## src/rtl/mul_sequencer_pkg.sv

```systemverilog
// mul_sequencer_pkg: shared FSM encoding, ALU command code and status-register bit positions
package mul_sequencer_pkg;

    typedef enum logic [1:0] {
        IDLE = 2'd0,
        RUN  = 2'd1,
        DONE = 2'd2
    } state_t;

    localparam logic [3:0] ADD_EXE = 4'b0010;

    localparam int SR_Z = 3;
    localparam int SR_C = 2;
    localparam int SR_N = 1;
    localparam int SR_V = 0;

endpackage

```

## src/rtl/mul_sequencer.sv

```systemverilog
// mul_sequencer: MUL/MLA by shift-and-add, borrowing the shared EXE-stage ALU while running
module mul_sequencer
    import mul_sequencer_pkg::*;
#(
    parameter int WIDTH = 32,
    parameter int CNT_W = 5
) (
    input  logic             clk,
    input  logic             rst,
    input  logic             start,
    input  logic             accumulate,
    input  logic             set_flags,
    input  logic [WIDTH-1:0] op_a,
    input  logic [WIDTH-1:0] op_b,
    input  logic [WIDTH-1:0] op_c,
    input  logic [3:0]       sr_in,
    input  logic [WIDTH-1:0] alu_result,
    output logic [WIDTH-1:0] alu_val1,
    output logic [WIDTH-1:0] alu_val2,
    output logic             alu_cin,
    output logic [3:0]       alu_exe_cmd,
    output logic             alu_grant,
    output logic             busy,
    output logic             stall,
    output logic             done,
    output logic [WIDTH-1:0] result,
    output logic [3:0]       sr_out,
    output logic             sr_we
);

    state_t           r_state, w_next;
    logic [WIDTH-1:0] r_acc, r_mcand, r_mplier, r_result;
    logic [CNT_W-1:0] r_cnt;
    logic             w_last;
    logic [WIDTH-1:0] w_acc_nxt, w_acc_init;

    // Stop as soon as no multiplier bits remain, bounding the run at WIDTH cycles
    assign w_last     = ((r_mplier >> 1) == '0) || (r_cnt == CNT_W'(WIDTH - 1));
    assign w_acc_nxt  = r_mplier[0] ? alu_result : r_acc;
    assign w_acc_init = accumulate ? op_c : '0;

    always_ff @(posedge clk or negedge rst) begin
        if (!rst)
            r_state <= IDLE;
        else
            r_state <= w_next;
    end

    always_comb begin
        w_next = r_state;
        unique case (r_state)
            IDLE:    w_next = start ? ((op_b != '0) ? RUN : DONE) : IDLE;
            RUN:     w_next = w_last ? DONE : RUN;
            DONE:    w_next = IDLE;
            default: w_next = IDLE;
        endcase
    end

    always_ff @(posedge clk or negedge rst) begin
        if (!rst) begin
            r_acc    <= '0;
            r_mcand  <= '0;
            r_mplier <= '0;
            r_cnt    <= '0;
            r_result <= '0;
        end else if (r_state == IDLE && start) begin
            r_acc    <= w_acc_init;
            r_mcand  <= op_a;
            r_mplier <= op_b;
            r_cnt    <= '0;
            if (op_b == '0)
                r_result <= w_acc_init;
        end else if (r_state == RUN) begin
            r_acc    <= w_acc_nxt;
            r_mcand  <= r_mcand << 1;
            r_mplier <= r_mplier >> 1;
            r_cnt    <= r_cnt + 1'b1;
            if (w_last)
                r_result <= w_acc_nxt;
        end
    end

    always_comb begin
        alu_val1    = r_acc;
        alu_val2    = r_mcand;
        alu_cin     = 1'b0;
        alu_exe_cmd = ADD_EXE;
        alu_grant   = (r_state == RUN);
        busy        = (r_state != IDLE);
        stall       = (r_state == RUN) || (r_state == IDLE && start);
        done        = (r_state == DONE);
        sr_we       = (r_state == DONE) && set_flags;
        result      = r_result;
        sr_out         = 4'b0;
        sr_out[SR_Z]   = (r_result == '0);
        sr_out[SR_C]   = sr_in[SR_C];
        sr_out[SR_N]   = r_result[WIDTH-1];
        sr_out[SR_V]   = sr_in[SR_V];
    end

endmodule

```

## config.mk

```make
export PLATFORM = sky130hd
export DESIGN_NAME = mul_sequencer
export DESIGN_NICKNAME = d
export VERILOG_FILES = /design/src/rtl/mul_sequencer_pkg.sv /design/src/rtl/mul_sequencer.sv
export SDC_FILE = /design/constraint.sdc
export NUM_CORES = 1
export LEC_CHECK = 0
export CAP_MARGIN = 5
export CORE_UTILIZATION = 48
export DETAILED_ROUTE_END_ITERATION = 12
export PLACE_DENSITY = 0.95
export SYNTH_ARGS = -nofsm -noshare
export SYNTH_HDL_FRONTEND = slang
export SYNTH_SLANG_ARGS = --single-unit
```

## constraint.sdc

```tcl
create_clock -name clk -period 5.5 [get_ports clk]
set_input_delay 1.375 -clock clk [delete_from_list [all_inputs] [get_ports clk]]
set_output_delay 1.375 -clock clk [all_outputs]
set_load 0.01 [all_outputs]
```

==> metrics.txt, run 1 <==
Worst-Margin Slew between 1 and 1.5 ns; crit path max fanout 3; Leak 4.24 nW; critical path's top delay family buffers and inverters; Power Total 5.60 mW; Hold Path Depth 1; final wirelength 18,200 um; Layout area overhead 46.1%; syn avg cell area 10.7 um2; initial antenna violation count 0; Worst path max stage delay 0.55 ns; post-synthesis sequential area ratio 52.1%; Synth warnings 0; critical path class input port to output pin; total track usage 26.6%; Hold Fails Final Rpt 0; commonest non-fill, non-tap cell in the layout clkdlybuf4s50_1; Max Root-Sink Buffers 2; unrepaired setup endpoints after global routing no; CP endpoint kind output pin; cell chain of the critical path clkdlybuf4s50_1 -> and2_4 -> nor2_4 -> inv_2 -> clkdlybuf4s50_1; final setup margin 1.42 ns; Worst-Skew Late Latency 0.41 ns; area share of the largest cell type after synthesis between 50% and 60%; CTS tree built; final antenna-violating net count 0; vias in the first global route 5,683; Max Freq 245 MHz; routed wire length per instance 18.0 um; hold_buf cts 0; dpl ws 1.40 ns; CTS buffer count 17; Switching Share 35.2%; global-route wire length before repair around 29,000 um; net switching power 1.97 mW; HPWL after detailed placement 12,200 um; ANT cells 0; H-tree depth 4; routability congestion estimate 0.838; mapped cell area between 6000 and 7000 um2; Vert. Die Dim between 100 and 150 um; crit path DAT 2.70 ns; Initial Util 49.1%; max-slew violations 0; Power Dens Cells 592 nW/um2; largest net degree at the start of global routing between 100 and 150; sequential power share 34.6%; CP required between 4 and 5 ns; CTS clk-pin slew, worst paths about 0.050 ns; DRT Pass-1 Iters 5; outcome completed; Comb pwr share 44.3%; FP Rows 42; clk root buf clkbuf_16; setup violators final 0; Critical Path Stages 5; synthesis-stage register bit count 135; MaxCap Viol Count 0; HP Class flip-flop to flip-flop; Int Pwr between 3 and 4 mW; most frequent cells in the layout clkdlybuf4s50_1, nand2_1, dfrtp_1, a22oi_1, o21ai_0; die area 14,000 um2; top cells by area, synth dfrtp_1, nand2_1, a22oi_1; Die Width about 120 um; core area 13,200 um2; final worst-path cycle share between 70% and 80%; clock power share 21.1%; nets@finish 958; Max IR drop VDD 0.291 mV; post-CTS sizing 0; reg2reg path depth 7; starting DRC count in detailed routing 411; Final min period 4.08 ns; area leader, netlist dfrtp_1; DR vias 5,676; # IOs 247; GRT overflow 0; TNS Setup 0 ns; number of clock sinks 135; startpoint types input port; detailed-route DRC error count 0; Worst Skew 0.00682 ns; WP buf/inv 3; Crit-path slowest cell clkdlybuf4s50_1; layout cells sized above 1 13.1%; Vias per Instance 5.63; Syn Inst Count 606; slew margin rel. between 10% and 20%; post-synth cell types 31; Port Buf Inserts ~240; CP dominant cell by count clkdlybuf4s50_1; buffers inserted by post-CTS timing repair 0
==> flip-flops by register name, indices dropped and copies added (netlist names) <==
signal    flops
alu_val1     32
alu_val2     32
r_cnt         5
r_mplier     32
r_state       2
result       32
==> through the flow <==
stage / area (um2) / hold slack (ns) / util [%] / instances
floorplan: 6490 / 0.449 / - / 609
global placement: 8840 / 0.469 / 67.0 / 976
detailed placement: 8840 / 0.484 / 67.0 / 976
CTS: 9460 / 0.491 / 71.8 / 1008
global route: 9460 / 0.526 / 71.8 / 1008
finish: 9460 / 0.490 / 71.8 / 1008
==> Yosys cell counts, drive strengths merged <==
| cell | number |
|---|---|
| mux2 | 62 |
| o21bai | 1 |
| conb | 2 |
| mux2i | 33 |
| a22oi | 63 |
| nor2b | 1 |
| ha | 2 |
| a31oi | 1 |
| dfrtp | 135 |
| nor4 | 23 |
| buf | 38 |
| inv | 5 |
| o22ai | 1 |
| nand3 | 34 |
| nor3 | 1 |
| nand2b | 1 |
| nand4 | 7 |
| nor2 | 6 |
| and2 | 2 |
| and3 | 1 |
| o21ai | 38 |
| clkbuf | 13 |
| nand2 | 136 |
==> power groups by stage <==
stage          clock network [mW]  registers (mW)  logic [mW]
2_1_floorplan                   0            1.93        1.24
3_3_place_gp                    0            1.91        2.38
3_5_place_dp                    0            1.93        2.46
4_1_cts                      1.20            1.93        2.49
5_1_grt                      1.24            2.00        2.67
6_report                     1.18            1.94        2.48
==> cells by family (layout without fill, tap and decap cells) <==
family | count (synthesis) | in the layout | share of synthesized area [%]
and+or+nand+nor | 212 | 212 | 14.4
DFF | 135 | 135 | 52.1
AOI/OAI and AO/OA | 104 | 104 | 10.8
muxes | 95 | 95 | 17.5
buffers and inverters | 56 | 279 | 4.67
adders and majority gates | 2 | 2 | 0.386
other | 2 | 5 | 0.116
==> path summary, 6_finish.rpt <==
check | from | to | slack, ns
max | start | stall | 1.42
max in group asynchronous | rst | alu_val2[7] | 3.44
max reg2reg | r_cnt[0] | result[15] | 2.64
min reg2reg | r_cnt[3] | r_cnt[3] | 0.49
min | r_cnt[3] | r_cnt[3] | 0.49
min in group asynchronous | rst | result[6] | 1.08
==> cell type report <==
type                    instances  area (um2)
inverters                       5        18.8
fillers                       912        3730
well taps                     176         220
repair buffers                242        2410
clock inverters                13         179
multi-input cells             418        2820
clock buffers                  19         443
flip-flops and latches        135        3380
==> metal layers <==
metal  track usage [%]  share of wire [%]  wire length [um]
met5                 0                  0                 0
met4              9.46                1.7               301
met3              6.13                6.9              1260
met2              46.8                 52              9400
met1              31.8                 40              7210
==> worst reg2reg max path: stages, from the launching register on <==
cell and delay (ns):
dfrtp_1 0.41, ha_1 0.24, and3_1 0.20, ha_1 0.18, o21bai_2 0.21, a22oi_4 0.76
buf_4 0.41, mux2_4 0.34
(Power assumes the default switching activity.)
==> inputs of run 2 (changes only) <==
--- a/config.mk
+++ b/config.mk
@@ -6,9 +6,9 @@
 export NUM_CORES = 1
 export LEC_CHECK = 0
 export CAP_MARGIN = 5
-export CORE_UTILIZATION = 48
+export CORE_UTILIZATION = 45
 export DETAILED_ROUTE_END_ITERATION = 12
-export PLACE_DENSITY = 0.95
+export PLACE_DENSITY = 0.91
 export SYNTH_ARGS = -nofsm -noshare
 export SYNTH_HDL_FRONTEND = slang
 export SYNTH_SLANG_ARGS = --single-unit
==> constraint.sdc (replaced) <==
create_clock -name clk -period 4.3 [get_ports clk]
set_input_delay 1.075 -clock clk [delete_from_list [all_inputs] [get_ports clk]]
set_output_delay 1.075 -clock clk [all_outputs]
set_load 0.01 [all_outputs]
==> run 2 against run 1 <==
Compared with the run above:
- sequential cell count did not move
- sequential power increased by 27%
- total power is 26% higher
- global-route usage shrank 1.8 points
- count of clock-buffer cells in the layout is 4 higher
- critical path type unchanged
- clock skew about the same
- sequential share of layout area up 0.095 points
- via count fell by 2.2%
==> metrics.txt, run 2 (synthesis results as in run 1) <==
Worst path max stage delay 0.57 ns (was 0.55 ns); nets@finish 959 (was 958); most frequent cells in the layout clkdlybuf4s50_1, nand2_1, dfrtp_1, a22oi_1, o21ai_0 (unchanged); Final Instance Count excl. Fillers 1,012 (was 1,008); setup violators final 0 (unchanged); Hold Path Origin r_cnt[3] (unchanged); buffers inserted by post-CTS timing repair 0 (unchanged); Initial Util 46.3% (was 49.1%); largest net degree at the start of global routing 115 (was 104); CTS buffer count 17 (unchanged); CP endpoint kind output pin (unchanged); Crit-path slowest cell clkdlybuf4s50_1 (unchanged); post-CTS sizing 0 (unchanged); slew margin rel. 31.7% (was 11.8%); R2R Path Start r_state[0] (was r_cnt[0]); Post-Layout Inst Area 9440 um2 (was 9460 um2); HP Class flip-flop to flip-flop (unchanged); CP required 3.22 ns (was 4.12 ns); ANT cells 0 (unchanged); routability congestion estimate 0.809 (was 0.838); Leak 4.23 nW (was 4.24 nW); MaxCap Viol Count 0 (unchanged); Vias per Instance 5.49 (was 5.63); Util after Layout 67.5% (was 71.8%); CP dominant cell by count clkdlybuf4s50_1 (unchanged); placed instance area 8850 um2 (was 8840 um2); Max IR drop VDD 0.325 mV (was 0.291 mV); startpoint types input port (unchanged); routed wire length per instance 17.8 um (was 18.0 um); Final min period 3.48 ns; core area 14,000 um2 (was 13,200 um2); TNS Setup 0 ns (unchanged); hold_buf cts 0 (unchanged); reg2reg path depth 6 (was 7); total track usage 24.8% (was 26.6%); crit path DAT 2.40 ns (was 2.70 ns); initial antenna violation count 0 (unchanged); CTS clk-pin slew, worst paths 0.05 ns (about the same); global-route wire length before repair 28,300 um (was 29,100 um); DRT Pass-1 Iters 5 (unchanged); HPWL after detailed placement 12,200 um (about the same); final antenna-violating net count 0 (unchanged); vias in the first global route 5,701 (was 5,683); layout cells sized above 1 13.0% (was 13.1%); CTS tree built (unchanged); outcome completed (unchanged); cell chain of the critical path clkdlybuf4s50_1 -> and2_4 -> nor2_4 -> inv_2 -> clkdlybuf4s50_1 (unchanged); Max Freq 287 MHz; DR vias 5,552 (was 5,676); crit path max fanout 2 (was 3); die area 14,900 um2 (was 14,000 um2); hold_ws 0.489 ns (was 0.490 ns); Worst Skew 0.00691 ns (was 0.00682 ns); unrepaired setup endpoints after global routing no (unchanged); number of clock sinks 135 (unchanged); H-tree depth 4 (unchanged); Hold Path Depth 1 (unchanged); Layout area overhead 45.7% (was 46.1%); Vert. Die Dim 122 um (was 118 um); Hold Fails Final Rpt 0 (unchanged); Max Root-Sink Buffers 2 (unchanged); max-slew violations 0 (unchanged); Die Width 122 um (was 118 um); clk root buf clkbuf_16 (unchanged); critical path class input port to output pin (unchanged); final worst-path cycle share between 80% and 90%; FP Rows 43 (was 42); Worst-Skew Late Latency 0.41 ns (about the same); GRT overflow 0 (unchanged); Port Buf Inserts 235 (unchanged); commonest non-fill, non-tap cell in the layout clkdlybuf4s50_1 (unchanged); worst setup path start start (unchanged); # IOs 247 (unchanged); Power Dens Cells 747 nW/um2 (was 592 nW/um2); Inst Count DP 981 (was 976); starting DRC count in detailed routing 387 (was 411); Worst-Margin Slew 1.03 ns (was 1.32 ns); final wirelength 18,100 um (was 18,200 um); detailed-route DRC error count 0 (unchanged)
run 2: cell count changes in the layout (fill, tap and decap cells not counted), sizes merged:
cell,change
buf,+1
bufinv,-2
clkbuf,+4
clkinv,-3
run 2: area by class of cell:
type	count	area, um2
fill	1034	4550
sequential	135	3380
timing repair buffer	243	2410
clock buffer	23	488
clock inverter	8	96.3
multi-input combinational	418	2820
inverter	5	18.8
tap	180	225
run 2: critical path: cells and delay by family:
kind / cells / cell delay (ns)
and+or+nand+nor: 2 / 0.21
buffers and inverters: 3 / 1.13
run 2: final timing paths:
check | end | slack [ns]
max | stall | 0.82
min | r_cnt[3] | 0.49
max reg2reg | result[0] | 1.75
min reg2reg | r_cnt[3] | 0.49
max in group asynchronous | r_state[1] | 2.55
min in group asynchronous | alu_val1[20] | 0.82
run 2: report_power, final:
| group | leakage [nW] | internal (mW) | switching, mW | total [mW] |
|---|---|---|---|---|
| Sequential | 1.72 | 1.88 | 0.587 | 2.46 |
| Clock | 0.289 | 0.909 | 0.520 | 1.43 |
| Combinational | 2.22 | 1.78 | 1.38 | 3.16 |
| Total | 4.23 | 4.57 | 2.48 | 7.05 |
run 2: per-layer routing:
layer	GRT usage (%)	wire, um	up-vias
li1	-	-	2588
met1	29.2	7250	2710
met2	43.4	9220	228
met4	9.41	279	0
met3	6.18	1320	26
met5	0	0	-
run 2: through the flow:
| stage | power (mW) | worst slack (ns) |
|---|---|---|
| after global routing | 7.49 | 0.789 |
| after detailed placement | 5.63 | 0.814 |
| after global placement | 5.51 | 0.815 |
| after floorplan | 4.07 | 1.50 |
| final | 7.05 | 0.820 |
| after CTS | 7.10 | 0.814 |
==> inputs of run 3 (changes only) <==
--- a/config.mk
+++ b/config.mk
@@ -6,9 +6,9 @@
 export NUM_CORES = 1
 export LEC_CHECK = 0
 export CAP_MARGIN = 5
-export CORE_UTILIZATION = 45
+export CORE_UTILIZATION = 40
 export DETAILED_ROUTE_END_ITERATION = 12
-export PLACE_DENSITY = 0.91
+export PLACE_DENSITY = 0.86
 export SYNTH_ARGS = -nofsm -noshare
 export SYNTH_HDL_FRONTEND = slang
 export SYNTH_SLANG_ARGS = --single-unit
==> constraint.sdc (replaced) <==
create_clock -name clk -period 2.86 [get_ports clk]
set_input_delay 0.715 -clock clk [delete_from_list [all_inputs] [get_ports clk]]
set_output_delay 0.715 -clock clk [all_outputs]
set_load 0.01 [all_outputs]
==> run 3 against run 2 <==
Compared with the run above:
- worst hold slack got worse by 0.25 ns
- highest routed layer unchanged
- largest power group unchanged
- global-route usage fell by 2.4 points
- register-to-register slack got worse by 1.1 ns
- non-clock buffer count rose by 5
==> metrics.txt, run 3 (synthesis results as in run 1) <==
Initial Util 40.9% (was 46.3%); Max Root-Sink Buffers 2 (unchanged); FP Rows 46 (was 43); CP required 2.14 ns (was 3.22 ns); core area 15,800 um2 (was 14,000 um2); CP dominant cell by count clkdlybuf4s50_1 (unchanged); routability congestion estimate 0.812 (was 0.809); CTS tree built (unchanged); total track usage 22.4% (was 24.8%); Max Freq 361 MHz; Vias per Instance 5.31 (was 5.49); startpoint types input port (unchanged); reg2reg path depth 6 (unchanged); crit path DAT 2.05 ns (was 2.40 ns); Worst-Skew Late Latency 0.41 ns (about the same); number of clock sinks 135 (unchanged); final worst-path cycle share 96.8%; initial antenna violation count 0 (unchanged); reg2reg end result[12] (was result[0]); R2R Path Start r_state[0] (unchanged); DRT Pass-1 Iters 5 (unchanged); final wirelength 18,600 um (was 18,100 um); H-tree depth 4 (unchanged); Port Buf Inserts 235 (unchanged); Crit-path slowest cell clkdlybuf4s50_1 (unchanged); critical path class input port to output pin (unchanged); cell chain of the critical path clkdlybuf4s50_1 -> and2_4 -> nor2_4 -> inv_2 -> clkdlybuf4s50_1 (unchanged); outcome completed (unchanged); placed instance area 8970 um2 (was 8850 um2); # IOs 247 (unchanged); Max IR drop VDD 0.469 mV (was 0.325 mV); starting DRC count in detailed routing 326 (was 387); HPWL after detailed placement 13,000 um (was 12,200 um); CTS buffer count 17 (unchanged); R2R Setup Slk 0.62 ns (was 1.75 ns); max-slew violations 0 (unchanged); Layout area overhead 48.0% (was 45.7%); CTS clk-pin slew, worst paths 0.06 ns (was 0.05 ns); nets@finish 964 (was 959); clk root buf clkbuf_16 (unchanged); Final min period 2.77 ns; largest net degree at the start of global routing 97 (was 115); buffers inserted by post-CTS timing repair 0 (unchanged); most frequent cells in the layout clkdlybuf4s50_1, nand2_1, dfrtp_1, a22oi_1, o21ai_0 (unchanged); unrepaired setup endpoints after global routing no (unchanged); ANT cells 0 (unchanged); GRT overflow 0 (unchanged); setup violators final 0 (unchanged); MaxCap Viol Count 0 (unchanged); Post-Layout Inst Area 9590 um2 (was 9440 um2); Die Width 129 um (was 122 um); die area 16,700 um2 (was 14,900 um2); TNS Setup 0 ns (unchanged); Worst path max stage delay 0.59 ns (was 0.57 ns); Final Instance Count excl. Fillers 1,054 (was 1,012); Worst-Margin Slew 0.682 ns (was 1.03 ns); slew margin rel. 54.5% (was 31.7%); Hold Fails Final Rpt 0 (unchanged); crit path max fanout 2 (unchanged); Power Total 10.7 mW (was 7.05 mW); layout cells sized above 1 13.8% (was 13.0%); final antenna-violating net count 0 (unchanged); commonest non-fill, non-tap cell in the layout clkdlybuf4s50_1 (unchanged); Worst Skew 0.00447 ns (was 0.00691 ns); CP endpoint kind output pin (unchanged); DR vias 5,593 (was 5,552); Power Dens Cells 1120 nW/um2 (was 747 nW/um2); Inst Count DP 1,022 (was 981); HP Class input port to asynchronous set/reset pin (was flip-flop to flip-flop); Leak 4.29 nW (was 4.23 nW); detailed-route DRC error count 0 (unchanged); global-route wire length before repair 28,900 um (was 28,300 um); routed wire length per instance 17.7 um (was 17.8 um); vias in the first global route 5,572 (was 5,701); Vert. Die Dim 129 um (was 122 um)
run 3: final cells by class:
class,instances,area (um2)
Fill cell,1274,6240
Sequential cell,135,3380
Multi-Input combinational cell,418,2840
Timing Repair Buffer,248,2490
Clock buffer,24,492
Tap cell,216,270
Clock inverter,8,95.1
Inverter,5,18.8
run 3: worst max path at each step:
| stage | slack (ns) | end | from | cells after the start |
|---|---|---|---|---|
| CTS | 0.004 | sr_out[3] | result[25] | 4 |
| finish | 0.09 | stall | start | 5 |
| global route | 0.04 | stall | start | 5 |
| floorplan | 0.78 | stall | start | 5 |
| global placement | 0.09 | stall | start | 5 |
| detailed placement | 0.04 | result[12] | start | 6 |
run 3: power by group:
group          switching [mW]  total (mW)  internal (mW)  leakage (nW)
Sequential              0.789        3.61           2.82          1.72
Combinational            2.21        4.94           2.72          2.28
Clock                   0.794        2.16           1.37         0.286
run 3: critical path: cells and delay by family:
family	cells	cell delay [ns]
buf+inv	3	1.13
simple gates	2	0.22
run 3: through the flow:
stage	util, %	setup slack [ns]	hold WS (ns)
floorplan	-	0.782	0.419
global placement	56.7	0.0860	0.468
detailed placement	56.7	0.0416	0.462
CTS	60.5	0.00400	0.237
global route	60.6	0.0352	0.261
finish	60.6	0.0911	0.236
run 3: metal layers:
layer | vias up | wire [um] | GRT usage [%]
met3 | 27 | 1390 | 6.11
li1 | 2594 | - | -
met2 | 232 | 9160 | 37.7
met4 | 0 | 335 | 7.54
met5 | - | 0 | 0
met1 | 2740 | 7720 | 27.8
run 3: repair_timing:
item | CTS | global route
resized for setup | 3 | 2
endpoints found under the setup margin | 1 | 1
pin swaps | 2 | 2
hold buffers | 0 | 0
